## config.mk

```make
export PLATFORM = sky130hd
export DESIGN_NAME = verdict_collector
export DESIGN_NICKNAME = d
export VERILOG_FILES = /design/src/rtl/verdict_collector.sv
export SDC_FILE = /design/constraint.sdc
export NUM_CORES = 1
export LEC_CHECK = 0
export ABC_AREA = 0
export ABC_CLOCK_PERIOD_IN_PS = 11750
export CAP_MARGIN = 25
export CORE_MARGIN = 2
export CORE_UTILIZATION = 28
export CTS_CLUSTER_SIZE = 14
export DETAILED_ROUTE_END_ITERATION = 16
export PLACE_DENSITY = 0.47
export SETUP_SLACK_MARGIN = 0.1
export SLEW_MARGIN = 10
export SYNTH_ARGS = -nofsm -noshare
export SYNTH_HDL_FRONTEND = slang
export SYNTH_SLANG_ARGS = --single-unit
```

## constraint.sdc

```tcl
create_clock -name clk -period 11.75 [get_ports clk]
set_input_delay 1.7625 -clock clk [delete_from_list [all_inputs] [get_ports clk]]
set_output_delay 1.7625 -clock clk [all_outputs]
set_load 0.05 [all_outputs]
```

## src/rtl/verdict_collector.sv

```systemverilog
// Timestamps monitor verdicts from streams A/B and buffers them in a dual-write FWFT FIFO.
// Optional saturating drop counter enabled by defining VERDICT_COLLECTOR_DROP_CNT_EN.
module verdict_collector #(
    parameter int unsigned DEPTH = 8,
    parameter int unsigned DW    = 64,
    parameter int unsigned TS_W  = 32
) (
    input  logic                   clk,
    input  logic                   rst,
    input  logic                   en,
    input  logic                   clr,
    input  logic signed [DW-1:0]   in_a,
    input  logic                   in_a_vld,
    input  logic signed [DW-1:0]   in_b,
    input  logic                   in_b_vld,
    output logic                   out_valid,
    input  logic                   out_ready,
    output logic                   out_tag,
    output logic [TS_W-1:0]        out_ts,
    output logic signed [DW-1:0]   out_value,
    output logic [$clog2(DEPTH):0] level,
    output logic                   overflow
`ifdef VERDICT_COLLECTOR_DROP_CNT_EN
    ,
    output logic [15:0]            drop_cnt
`endif
);

    localparam int unsigned PW = $clog2(DEPTH);
    localparam int unsigned LW = PW + 1;

    logic            mem_tag   [DEPTH];
    logic [TS_W-1:0] mem_ts    [DEPTH];
    logic [DW-1:0]   mem_value [DEPTH];

    logic [PW-1:0]   rd_ptr_q, rd_ptr_d, wr_ptr_q, wr_ptr_d, wr_idx_b;
    logic [LW-1:0]   level_q, level_d, free;
    logic [TS_W-1:0] ts_q;
    logic            overflow_q, overflow_d;
    logic            push_a, push_b, acc_a, acc_b, pop;
    logic [1:0]      drops;

    logic            last_tag_q;
    logic [TS_W-1:0] last_ts_q;
    logic [DW-1:0]   last_value_q;

    always_comb begin
        push_a = en & in_a_vld;
        push_b = en & in_b_vld;
        pop    = out_valid & out_ready;
        free   = LW'(DEPTH) - level_q + LW'(pop);
        // B only fits if there is room left after A has taken its slot
        acc_a  = push_a & (free != '0);
        acc_b  = push_b & (free > LW'(acc_a));
        drops  = {1'b0, push_a & ~acc_a} + {1'b0, push_b & ~acc_b};
        wr_idx_b = wr_ptr_q + PW'(acc_a);

        rd_ptr_d   = rd_ptr_q + PW'(pop);
        wr_ptr_d   = wr_ptr_q + PW'(acc_a) + PW'(acc_b);
        level_d    = level_q + LW'(acc_a) + LW'(acc_b) - LW'(pop);
        overflow_d = overflow_q | (drops != 2'd0);
        if (clr) begin
            rd_ptr_d   = '0;
            wr_ptr_d   = '0;
            level_d    = '0;
            overflow_d = 1'b0;
        end
    end

    always_ff @(posedge clk) begin
        if (acc_a && !clr) begin
            mem_tag[wr_ptr_q]   <= 1'b0;
            mem_ts[wr_ptr_q]    <= ts_q;
            mem_value[wr_ptr_q] <= in_a;
        end
        if (acc_b && !clr) begin
            mem_tag[wr_idx_b]   <= 1'b1;
            mem_ts[wr_idx_b]    <= ts_q;
            mem_value[wr_idx_b] <= in_b;
        end
    end

    always_ff @(posedge clk or negedge rst) begin
        if (!rst) begin
            rd_ptr_q     <= '0;
            wr_ptr_q     <= '0;
            level_q      <= '0;
            overflow_q   <= 1'b0;
            ts_q         <= '0;
            last_tag_q   <= 1'b0;
            last_ts_q    <= '0;
            last_value_q <= '0;
        end else begin
            rd_ptr_q     <= rd_ptr_d;
            wr_ptr_q     <= wr_ptr_d;
            level_q      <= level_d;
            overflow_q   <= overflow_d;
            if (en) begin
                ts_q <= ts_q + TS_W'(1);
            end
            // Remember the displayed head so outputs hold once the FIFO empties
            last_tag_q   <= out_tag;
            last_ts_q    <= out_ts;
            last_value_q <= out_value;
        end
    end

    always_comb begin
        out_valid = (level_q != '0);
        out_tag   = last_tag_q;
        out_ts    = last_ts_q;
        out_value = last_value_q;
        if (out_valid) begin
            out_tag   = mem_tag[rd_ptr_q];
            out_ts    = mem_ts[rd_ptr_q];
            out_value = mem_value[rd_ptr_q];
        end
    end

    assign level    = level_q;
    assign overflow = overflow_q;

`ifdef VERDICT_COLLECTOR_DROP_CNT_EN
    logic [15:0] drop_cnt_q, drop_cnt_d;
    logic [16:0] drop_sum;

    always_comb begin
        drop_sum   = {1'b0, drop_cnt_q} + 17'(drops);
        drop_cnt_d = drop_sum[16] ? 16'hFFFF : drop_sum[15:0];
        if (clr) begin
            drop_cnt_d = '0;
        end
    end

    always_ff @(posedge clk or negedge rst) begin
        if (!rst) begin
            drop_cnt_q <= '0;
        end else begin
            drop_cnt_q <= drop_cnt_d;
        end
    end

    assign drop_cnt = drop_cnt_q;
`endif

endmodule

```

==> impl_metrics.ini <==
[global_routing]
antenna_found_initial = 33
grt_pass1_wl_mm = 167.6
grt_pass1_vias = 23435
grt.overflow.total = 0
grt_max_degree = 113
grt.total_usage = 0.1498

[floorplanning]
ioPinCount = 238
dieArea_mm2 = 0.1537
num_rows = 142
initial_core_util = 0.2817
core_area_mm2 = 0.1496
die_x_um = 392.0
die_y_um = 392.0

[synthesis]
ys_seq_elements = 916
synth_flop_cell = edfxtp_1
async_reset_ff_frac = 0.1528
synthesis.nets = 2404
synthAdderAreaFrac = 0.004750
ys_warn_count = 0
synth_xor_area_frac = 0.008698
yosysSeqAreaShare = 0.6341
synth-simple-area-share = 0.02105
syn_avg_cell_area_um2 = 18.69
synthesis.area_mm2 = 0.04215
synth_edf_count = 768
synthMuxAreaShare = 0.2908
synth_compound_area_frac = 0.01864
synthCells = 2255
synth_top_family_by_area = multiplexers
ys_types = 50

[cts]
numCtsBuffers = 108
cts.path.max_buffers = 3
cts_tree = yes
cts_sinks = 916
postCtsSetupRepairBufs = 0
insertion_delay_ns = 0.74
cts-resized-gates = 0
cts_hold_buffers = 0
cts.clk_slew.worst_paths_ns = 0.06
root_buffer = clkbuf_16
htree_levels = 3

[timing]
drv_slew = 0
worst_clock_skew_ns = 0.05034
finalSetupViolCount = 0
final-hold-violation-count = 0
tightest_slew_ns = 1.101
fmax_mhz = 143.8
setup_slack_ns = 4.794
rsz0062_at_grt = no
relSlewSlack = 0.2662
whs_ns = 0.4573
fin_crit_ns = 6.956
min_period_over_period = 0.5920

[setup_path]
critPathMaxStageDelay_ns = 1.02
crit_top_cell = buf_4
crit_chain = buf_4 > buf_4 > mux4_2 > mux2i_1 > o21ai_0 > clkdlybuf4s50_1
crit_arrival_ns = 5.19
critPathTopFamily = buffers and inverters
required_ns = 9.99
critPathKind = reg -> out
crit_buf_inv = 3
crit_fanout = 51
start_kind = register
crit_path_end_kind = output port
crit_slowest_cell = dfrtp_4

[routing]
dr_total_vias = 21418
finalWirelength_mm = 115.2
postRouteAntennaNets = 0
drt_pass1_iterations = 5
wl_per_cell_um = 24.94
drt_iter0_drc = 1198
viasPerCell = 4.638
drc = 0

[placement]
dp.cells = 4412
pre_cts_ws_ns = 4.329
numPortBuffers = 237
routabilityCongestion = 0.7222
dp.final_hpwl_mm = 68.94

[finish]
nets = 2656
layout-drive-gt1-share = 0.3587
fin_cells = 4618
syn2layout_area_growth_pct = 19.15

[power_and_ir_drop]
pwr-share-comb = 0.334
p_seq_frac = 0.370
total_power_w = 0.01115
p_switching_w = 0.003948
peakVddDrop_v = 0.0001674
p_leak_nw = 17.33
p_sw_frac = 0.3542
power.density_mw_per_mm2 = 222.0
internal-power_w = 0.007200
clock_power_share = 0.297

[hold_path]
hp-class = reg -> reg

[run_status]
status = finished clean

[run]
maxCapViolCount = 0
[metrics by stage]
stage,TNS [ns],cell area [um^2],utilization
final,0,50220,0.3357
after global routing,0,50210,0.3356
after CTS,0,50210,0.3356
after detailed placement,0,46700,0.3122
after global placement,0,46680,0.3120
after floorplan,-343.97,42150,-
[layer usage]
| layer | up-vias | global-route usage | routed length [um] |
|---|---|---|---|
| met5 | - | 0 | 102 |
| met4 | 16 | 0.04007 | 2388 |
| met3 | 180 | 0.02784 | 5645 |
| met2 | 462 | 0.2567 | 57510 |
| met1 | 11285 | 0.1934 | 49510 |
| li1 | 9475 | - | - |
[final timing paths]
| kind | from | slack [ns] | end | cells after the start |
|---|---|---|---|---|
| worst max-delay path | rd_ptr_q[1] | 4.79 | out_value[4] | 6 |
| worst min register to register | mem_tag[2] | 0.46 | mem_tag[2] | 2 |
| worst max register to register | level[2] | 5.35 | mem_value[4][22] | 21 |
| max in group asynchronous | rst | 9.55 | last_value_q[60] | 2 |
| worst min-delay path | mem_tag[2] | 0.46 | mem_tag[2] | 2 |
| min in group asynchronous | rst | 1.00 | last_ts_q[10] | 1 |
[cell usage after synthesis, types with 2 or more instances]
master    number  area, um^2
nand3_1        9       45.04
ha_1          12       150.1
o41ai_1        5       43.79
o21ai_0       99       495.5
dfrtp_1      140        3503
buf_1         16       60.06
a21oi_1        3       15.01
o21bai_2       8       90.09
mux2i_1       97       970.9
and3_1         3       18.77
nand2b_1       2       12.51
buf_2         38       190.2
dfxtp_1        8       160.2
xnor2_1       28       245.2
nor2_1        20       75.07
o31ai_1        3       22.52
xor2_1        12       105.1
clkbuf_1      44       165.2
a211oi_4       2       40.04
inv_1         14       52.55
mux4_2       194        4369
a21bo_2        2       20.02
nor3_1         5       25.02
nor2b_1        5       31.28
or3_1          2       12.51
buf_6         40       450.4
nand2_1      130       488.0
mux2_4       304        4564
and2_1         4       25.02
mux2_2       209        2354
edfxtp_1     768       23060
nand4_1       10       62.56
fa_1           2       40.04
[worst register-to-register path, cell delays in order, from the launching register on]
cell,delay (ns)
dfrtp_1,0.42
inv_1,0.14
ha_1,0.16
and2_4,0.45
inv_1,0.13
nand2_1,0.17
ha_1,0.22
inv_1,0.05
ha_1,0.18
xnor2_1,0.23
nor3b_2,0.13
a21oi_1,0.52
nand2_1,0.22
inv_1,0.10
ha_1,0.25
nor3_1,0.26
nand2_1,0.14
o21bai_4,0.19
buf_4,0.33
o41ai_2,0.11
buf_4,0.73
buf_4,0.84
[cells by family after synthesis]
group	Yosys count
adders and majority gates	15
buffers and inverters	153
muxes	804
DFF	916
and+or+nand+nor	199
AOI/OAI and AO/OA	127
xor gates and xnor gates	41
[cells in the final DEF, fill, tap and decap left out, types with 10 or more instances in the layout]
cell type        count
buf_4               39
clkbuf_1            34
clkbuf_16          108
clkbuf_8            11
clkdlybuf4s50_1    236
clkinv_1            19
dfrtp_1            137
edfxtp_1           768
ha_1                12
inv_1               14
mux2_2             209
mux2_4             304
mux2i_1             97
mux4_2             194
nand2_1            127
nand4_1             10
nor2_1              20
o21ai_0             98
xnor2_1             28
xor2_1              12
[area by class of cell]
cell class	count	area (um^2)
fillers	14338	99380
flip-flops and latches	916	26740
repair buffers	281	2761
diodes	4	10.01
multi-input cells	1186	14640
well taps	2016	2522
inverters	14	52.55
clock inverters	49	533.0
clock buffers	152	2968
[power by group through the flow]
stage	Combinational, W	Clock (W)	Sequential [W]
floorplan	0.00254	0	0.00416
global placement	0.00380	0	0.00418
detailed placement	0.00382	0	0.00419
CTS	0.00383	0.00341	0.00413
global route	0.00398	0.00353	0.00416
finish	0.00372	0.00331	0.00412
[sequential cells by signal, indices dropped and copies added, names as in the netlist]
signal        flops
mem_value       512
level             4
last_tag_q        1
wr_ptr_q          3
overflow          1
last_ts_q        32
last_value_q     64
ts_q             32
rd_ptr_q          3
mem_tag           8
mem_ts          256
Note: power is estimated with default switching activity, not from simulation.
